**src/rtl/io_uart_tx_pkg.sv**
```systemverilog
// Shared constants for the IO-mapped UART transmitter: register addresses,
// status bit positions and the shifter state encoding.
package io_uart_tx_pkg;

  localparam logic [15:0] TX_DATA   = 16'h1000;
  localparam logic [15:0] TX_DIV    = 16'h100C;
  localparam logic [15:0] TX_STATUS = 16'h2000;

  localparam int ST_NOT_FULL = 0;
  localparam int ST_OVERRUN  = 1;
  localparam int ST_TX_IDLE  = 2;

  typedef enum logic [1:0] {
    S_IDLE,
    S_START,
    S_DATA,
    S_STOP
  } tx_state_e;

  function automatic logic [15:0] status_word(input logic not_full,
                                              input logic overrun,
                                              input logic tx_idle);
    logic [15:0] s;
    s              = '0;
    s[ST_NOT_FULL] = not_full;
    s[ST_OVERRUN]  = overrun;
    s[ST_TX_IDLE]  = tx_idle;
    return s;
  endfunction

endpackage

```
**src/rtl/io_uart_tx_if.sv**
```systemverilog
// CPU IO bus seen by the UART transmitter: strobes, address, write data and
// registered read data.
interface io_uart_tx_if;
  logic        io_wr;
  logic        io_rd;
  logic [15:0] mem_addr;
  logic [15:0] dout;
  logic [15:0] din;

  modport master (output io_wr, output io_rd, output mem_addr, output dout, input din);
  modport slave  (input io_wr, input io_rd, input mem_addr, input dout, output din);
endinterface

```
**src/rtl/io_fifo.sv**
```systemverilog
// Synchronous first-word-fall-through FIFO; pushes when full and pops when
// empty are ignored, pointers wrap naturally on a power-of-two depth.
module io_fifo #(
  parameter int WIDTH = 8,
  parameter int DEPTH = 16
) (
  input  logic             clk,
  input  logic             rst,
  input  logic             push,
  input  logic             pop,
  input  logic [WIDTH-1:0] din,
  output logic [WIDTH-1:0] dout,
  output logic             full,
  output logic             empty
);

  localparam int AW = $clog2(DEPTH);
  localparam int CW = AW + 1;

  logic [WIDTH-1:0] mem_q [DEPTH];
  logic [AW-1:0]    wr_ptr_q;
  logic [AW-1:0]    rd_ptr_q;
  logic [CW-1:0]    count_q;
  logic             do_push;
  logic             do_pop;

  assign full    = (count_q == CW'(DEPTH));
  assign empty   = (count_q == '0);
  assign do_push = push && !full;
  assign do_pop  = pop && !empty;
  assign dout    = mem_q[rd_ptr_q];

  always_ff @(posedge clk) begin
    if (do_push) mem_q[wr_ptr_q] <= din;
  end

  always_ff @(posedge clk or posedge rst) begin
    if (rst) begin
      wr_ptr_q <= '0;
      rd_ptr_q <= '0;
      count_q  <= '0;
    end else begin
      if (do_push) wr_ptr_q <= wr_ptr_q + 1'b1;
      if (do_pop)  rd_ptr_q <= rd_ptr_q + 1'b1;
      count_q <= count_q + {{AW{1'b0}}, do_push} - {{AW{1'b0}}, do_pop};
    end
  end

endmodule

```
**src/rtl/io_uart_tx.sv**
```systemverilog
// IO-mapped 8N1 UART transmitter: byte FIFO, programmable bit divisor,
// sticky overrun status and a registered serial output.
module io_uart_tx
  import io_uart_tx_pkg::*;
#(
  parameter int CLKFREQ = 50000000,
  parameter int DEPTH   = 16
) (
  input  logic         clk,
  input  logic         reset,
  io_uart_tx_if.slave  bus,
  output logic         tx,
  output logic         irq
);

  localparam logic [15:0] DIV_RESET = 16'(CLKFREQ / 115200 - 1);

  logic        wr_data, wr_div, rd_status;
  logic        fifo_full, fifo_empty, fifo_pop;
  logic [7:0]  fifo_dout;
  logic        tx_idle;
  logic [15:0] rd_data;

  logic [15:0] div_q;
  logic        overrun_q;
  logic [15:0] din_q;

  tx_state_e   state_q, state_d;
  logic [15:0] cnt_q, cnt_d;
  logic [2:0]  bit_q, bit_d;
  logic [7:0]  shift_q, shift_d;
  logic [15:0] div_lat_q, div_lat_d;
  logic        tx_q, tx_d;
  logic        bit_end;

  assign wr_data   = bus.io_wr && (bus.mem_addr == TX_DATA);
  assign wr_div    = bus.io_wr && (bus.mem_addr == TX_DIV);
  assign rd_status = bus.io_rd && (bus.mem_addr == TX_STATUS);

  io_fifo #(
    .WIDTH(8),
    .DEPTH(DEPTH)
  ) u_fifo (
    .clk  (clk),
    .rst  (reset),
    .push (wr_data),
    .pop  (fifo_pop),
    .din  (bus.dout[7:0]),
    .dout (fifo_dout),
    .full (fifo_full),
    .empty(fifo_empty)
  );

  assign tx_idle = fifo_empty && (state_q == S_IDLE);
  assign irq     = tx_idle;
  assign tx      = tx_q;
  assign bus.din = din_q;

  always_comb begin
    rd_data = 16'h0000;
    case (bus.mem_addr)
      TX_DIV:    rd_data = div_q;
      TX_STATUS: rd_data = status_word(!fifo_full, overrun_q, tx_idle);
      default:   rd_data = 16'h0000;
    endcase
  end

  // Overrun from a dropped byte wins over a clearing status read in the same cycle.
  always_ff @(posedge clk or posedge reset) begin
    if (reset) begin
      div_q     <= DIV_RESET;
      overrun_q <= 1'b0;
      din_q     <= 16'h0000;
    end else begin
      din_q <= rd_data;
      if (wr_div) div_q <= bus.dout;
      if (wr_data && fifo_full) overrun_q <= 1'b1;
      else if (rd_status)       overrun_q <= 1'b0;
    end
  end

  always_ff @(posedge clk or posedge reset) begin
    if (reset) begin
      state_q   <= S_IDLE;
      cnt_q     <= '0;
      bit_q     <= '0;
      shift_q   <= '0;
      div_lat_q <= DIV_RESET;
      tx_q      <= 1'b1;
    end else begin
      state_q   <= state_d;
      cnt_q     <= cnt_d;
      bit_q     <= bit_d;
      shift_q   <= shift_d;
      div_lat_q <= div_lat_d;
      tx_q      <= tx_d;
    end
  end

  assign bit_end = (cnt_q == div_lat_q);

  // tx_d is the level of the bit that begins on the next edge, so tx stays registered.
  always_comb begin
    state_d   = state_q;
    cnt_d     = cnt_q;
    bit_d     = bit_q;
    shift_d   = shift_q;
    div_lat_d = div_lat_q;
    tx_d      = tx_q;
    fifo_pop  = 1'b0;
    case (state_q)
      S_IDLE: begin
        tx_d = 1'b1;
        if (!fifo_empty) begin
          fifo_pop  = 1'b1;
          shift_d   = fifo_dout;
          div_lat_d = div_q;
          cnt_d     = '0;
          state_d   = S_START;
          tx_d      = 1'b0;
        end
      end
      S_START: begin
        if (bit_end) begin
          cnt_d   = '0;
          bit_d   = '0;
          state_d = S_DATA;
          tx_d    = shift_q[0];
        end else begin
          cnt_d = cnt_q + 16'd1;
        end
      end
      S_DATA: begin
        if (bit_end) begin
          cnt_d = '0;
          if (bit_q == 3'd7) begin
            state_d = S_STOP;
            tx_d    = 1'b1;
          end else begin
            bit_d   = bit_q + 3'd1;
            shift_d = {1'b0, shift_q[7:1]};
            tx_d    = shift_q[1];
          end
        end else begin
          cnt_d = cnt_q + 16'd1;
        end
      end
      S_STOP: begin
        if (bit_end) begin
          cnt_d = '0;
          if (!fifo_empty) begin
            fifo_pop  = 1'b1;
            shift_d   = fifo_dout;
            div_lat_d = div_q;
            state_d   = S_START;
            tx_d      = 1'b0;
          end else begin
            state_d = S_IDLE;
            tx_d    = 1'b1;
          end
        end else begin
          cnt_d = cnt_q + 16'd1;
        end
      end
      default: begin
        state_d = S_IDLE;
        tx_d    = 1'b1;
      end
    endcase
  end

endmodule
```
**src/flat_wrapper.sv**
```systemverilog
// flat-port wrapper written by rule: the top's interface ports become plain ports
module io_uart_tx_flat import io_uart_tx_pkg::*;
#(
  parameter int CLKFREQ = 50000000,
  parameter int DEPTH   = 16
)
  (clk, reset, tx, irq, bus_io_wr, bus_io_rd, bus_mem_addr, bus_dout, bus_din);
  io_uart_tx_if bus_i ();
  input  logic clk;
  input  logic reset;
  output logic tx;
  output logic irq;
  input wire logic [$bits(bus_i.io_wr)-1:0] bus_io_wr;
  input wire logic [$bits(bus_i.io_rd)-1:0] bus_io_rd;
  input wire logic [$bits(bus_i.mem_addr)-1:0] bus_mem_addr;
  input wire logic [$bits(bus_i.dout)-1:0] bus_dout;
  output wire logic [$bits(bus_i.din)-1:0] bus_din;
  assign bus_i.io_wr = bus_io_wr;
  assign bus_i.io_rd = bus_io_rd;
  assign bus_i.mem_addr = bus_mem_addr;
  assign bus_i.dout = bus_dout;
  assign bus_din = bus_i.din;
  io_uart_tx #(.CLKFREQ(CLKFREQ), .DEPTH(DEPTH)) u_core (.clk(clk), .reset(reset), .bus(bus_i), .tx(tx), .irq(irq));
endmodule
```
**config.mk**
```make
export PLATFORM = sky130hd
export DESIGN_NAME = io_uart_tx_flat
export DESIGN_NICKNAME = d
export VERILOG_FILES = /design/src/rtl/io_uart_tx_pkg.sv /design/src/rtl/io_uart_tx_if.sv /design/src/rtl/io_fifo.sv /design/src/rtl/io_uart_tx.sv /design/src/flat_wrapper.sv
export SDC_FILE = /design/constraint.sdc
export NUM_CORES = 1
export LEC_CHECK = 0
export ABC_AREA = 1
export BUFFER_PORTS_ARGS = -buffer_cell sky130_fd_sc_hd__buf_4
export CAP_MARGIN = 10
export CELL_PAD_IN_SITES_DETAIL_PLACEMENT = 0
export CELL_PAD_IN_SITES_GLOBAL_PLACEMENT = 1
export CORE_MARGIN = 3
export CORE_UTILIZATION = 45
export DETAILED_ROUTE_END_ITERATION = 6
export PLACE_DENSITY_LB_ADDON = 0.2
export SKIP_LAST_GASP = 1
export SLEW_MARGIN = 20
export SYNTH_ARGS = -nofsm -noshare
export SYNTH_HDL_FRONTEND = slang
export SYNTH_SLANG_ARGS = --single-unit
```
**constraint.sdc**
```tcl
create_clock -name clk -period 2.85 [get_ports clk]
set_input_delay 0.1425 -clock clk [delete_from_list [all_inputs] [get_ports clk]]
set_output_delay 0.1425 -clock clk [all_outputs]
set_load 0.005 [all_outputs]
```
==> qor.yml <==
floorplanning:
  die_area_um2: 24200
  core_region_area_um2: 21900
  start_util_pct: 45.9
  die_width_um: 155
  ios: 54
  num_rows: 54
  die_h_um: 155
setup_path:
  cp_max_fo: 6
  cpPeakStageDelay_ps: 540
  r2r_setup_slack_ps: 280
  crit_type: "register to register"
  crit_path_start: "u_core.div_lat_q[0]$_DFFE_PP1P_"
  slowest_stage: "dfstp_2"
  r2r-end: "u_core.u_fifo.count_q[4]$_DFF_PP0_"
  crit_arrival_ps: 3000
  crit_path_cell_trace: "inv_1 > nand2_1 > nand2_1 > nor2_1 > nand2_1 > nor2_2 > nand2_4 > nand2_4 > nand2_2 > inv_1 > ha_1 > inv_1 > ha_1 > fa_2 > a21oi_1 > nor2_1 > nor2_1 > xor2_1"
  cp.required_ps: 3280
  critPathLaunchType: "register"
  end_kind: "register"
  regToRegStartpoint: "u_core.div_lat_q[0]$_DFFE_PP1P_"
  r2r_cells: 18
sta:
  finalSetupViolations: 0
  rsz0062_at_grt: "false"
  hold_violations: 0
  slew-limit-headroom_pct: 47.3
  period_share_pct: 90.0
  worstMarginPinSlew_ps: 790
  fin_worst_skew_ps: 17.2
  finalSetupTns_ps: 0
  fmax_mhz: 390
  fin_ws_ps: 284
  slew_viol_final: 0
  min_period_ps: 2570
routing:
  detail_route.first_pass.iterations: 5
  via_count: 6997
  drc_errors: 0
  vias_per_cell: 4.94
  drt_iter0_markers: 473
  wl_um: 22600
  wire_per_inst_um: 16.0
  ant_nets: 0
final_layout:
  final_area_um2: 11800
  utilization_pct: 53.9
  drive_above_1_share_pct: 16.7
  syn_to_final_growth_pct: 17.4
  nFillCells: 2013
  finalNetCount: 1175
  num_antenna_cells: 0
yosys:
  synth_nets: 1080
  synth_edf_count: 128
  yosysUniqueCellTypes: 38
  yosysSeqAreaShare_pct: 61.3
  yosys_warnings: 0
  syn_area_per_cell_um2: 9.82
  yosysTopAreaCell: "edfxtp_1"
  synth_seq_cells: 220
  synth_area_leaders: "edfxtp_1 38%, dfrtp_1 20%, nand2_1 12%"
  syn_area_um2: 10000
  synth_common_cells: "326 x nand2_1, 128 x edfxtp_1, 97 x inv_1"
  synth_top_area_share_pct: 38.3
  yosysMostFrequentCell: "nand2_1"
  synth_ff_type: "edfxtp_1"
  async_flop_share_pct: 41.8
  netlist_instances: 1023
pwr:
  power.leakage_uw: 0.00513
  seq_power_share_pct: 39.1
  vdd_ir_drop_max_mv: 0.457
  p_comb_share_pct: 31.1
  power_uw: 9470
  p_per_area_nw_per_um2: 803
  netSwitchingFraction_pct: 35.4
  internal_power_uw: 6110
  clkPwrFrac_pct: 29.8
  switching_power_uw: 3360
global_route:
  grt.total_usage_pct: 19.1
  grt_overflow: 0
  first_global_vias: 6803
  grt_pass1_wl_um: 36500
  grt_max_degree: 74
  antenna_found_initial: 0
min_path:
  min_to: "u_core.bus.din[1]$_DFF_PP0_"
  hold_start: "bus_mem_addr[13]"
  hold_path.class: "input pin to register"
  min_path_cells: 5
cts:
  path_clk_slew_ps: 50
  cts_tree: "built"
  cts_buffers: 25
  cts_root_buf: "clkbuf_16"
  cts_buffer_depth: 3
  worst_skew_pair.late_latency_ps: 520
  cts_sinks: 220
  htree_levels: 1
placement:
  place.port_buffers: 53
  post-place-ws_ps: 123
  dpl.hpwl_um: 14600
  place.gp.congestion: 0.790
  placed_cell_area_um2: 10900
outcome:
  status: "complete, no violations"
job:
  drv_cap: 0
## final cells by class
type	count	area, um^2	area share, %
Multi-Input combinational cell	659	3300	28.0
Inverter	113	427	3.62
Tap cell	280	350	2.97
Sequential cell	220	6160	52.2
Clock buffer	35	663	5.62
Timing Repair Buffer	99	841	7.13
Clock inverter	11	51.3	0.435
## metal layers
metal  GRT usage, %  wire, um
met5              0         0
met4           4.50       395
met3           3.14      1010
met2           28.2      9940
met1           29.5     11300
## metrics by stage
stage / cells / hold slack, ps
6_report: 1417 / 32.3
4_1_cts: 1416 / 22.0
2_1_floorplan: 1023 / 241
3_5_place_dp: 1351 / 363
3_3_place_gp: 1351 / 356
5_1_grt: 1417 / 74.7
## kinds of logic after synthesis
family          share of synthesized area [%]
compound gates                           5.62
fa+ha+maj                                2.69
simple gates                             21.1
flops                                    61.3
xor+xnor                                 1.39
mux                                      1.79
buf+inv                                  6.04
## critical path, delay by kind of cell, from the launching register on
family                   cells  cell delay (ps)
flip-flops                   1              540
buffers and inverters        3              130
AO/OA/AOI/OAI                1              160
AND/OR/NAND/NOR             10              870
adder cells (fa/ha/maj)      3              660
XOR/XNOR                     1              150
## layout by cell type, fill, tap and decap left out, drive strengths merged
cell and count:
edfxtp 128, fa 1, o21ai 49, a31oi 1, mux2 16, dfstp 11, nand3b 1, nand4 3
buf 80, ha 20, xnor2 3, and3 2, clkinv 10, o22ai 12, xor2 13, a21oi 22
o211ai 7, dfrtp 81, nor2 101, nand3 61, clkbuf 35, nand2 338, inv 114, dlygate4sd3 19
or2 2, nor3 7
## how the worst max path moves through the flow
stage	cells after the start	slack, ps	to
6_report	18	280	u_core.u_fifo.count_q[4]$_DFF_PP0_
5_1_grt	18	50	u_core.u_fifo.count_q[4]$_DFF_PP0_
4_1_cts	16	100	u_core.u_fifo.count_q[4]$_DFF_PP0_
3_5_place_dp	16	120	u_core.u_fifo.count_q[4]$_DFF_PP0_
3_3_place_gp	17	180	u_core.u_fifo.count_q[4]$_DFF_PP0_
2_1_floorplan	17	300	u_core.u_fifo.count_q[4]$_DFF_PP0_
## registers in the layout, summed over array words and instances (netlist names), 2 cells and up
| signal | count |
|---|---|
| u_core.u_fifo.rd_ptr_q | 4 |
| u_core.shift_q | 8 |
| u_core.bus.din | 16 |
| u_core.state_q | 2 |
| u_core.u_fifo.mem_q | 128 |
| u_core.cnt_q | 16 |
| u_core.div_q | 16 |
| u_core.u_fifo.count_q | 5 |
| u_core.u_fifo.wr_ptr_q | 4 |
| u_core.div_lat_q | 16 |
| u_core.bit_q | 3 |
## power by group through the flow
| stage | sequential (uW) | combinational [uW] | clock [uW] |
|---|---|---|---|
| finish | 3700 | 2940 | 2820 |
| global route | 3720 | 3360 | 3040 |
| CTS | 3690 | 2960 | 2900 |
| detailed placement | 3750 | 2930 | 0 |
| global placement | 3750 | 2900 | 0 |
| floorplan | 3700 | 2190 | 0 |
## repair_timing
action | CTS | global route
resized for setup | 0 | 6
hold buffers | 19 | 0
hold endpoints to repair | 188 | 0
endpoints found under the setup margin | 0 | 1
setup buffers | 0 | 1
No activity file was read; power rests on OpenSTA's default activity.
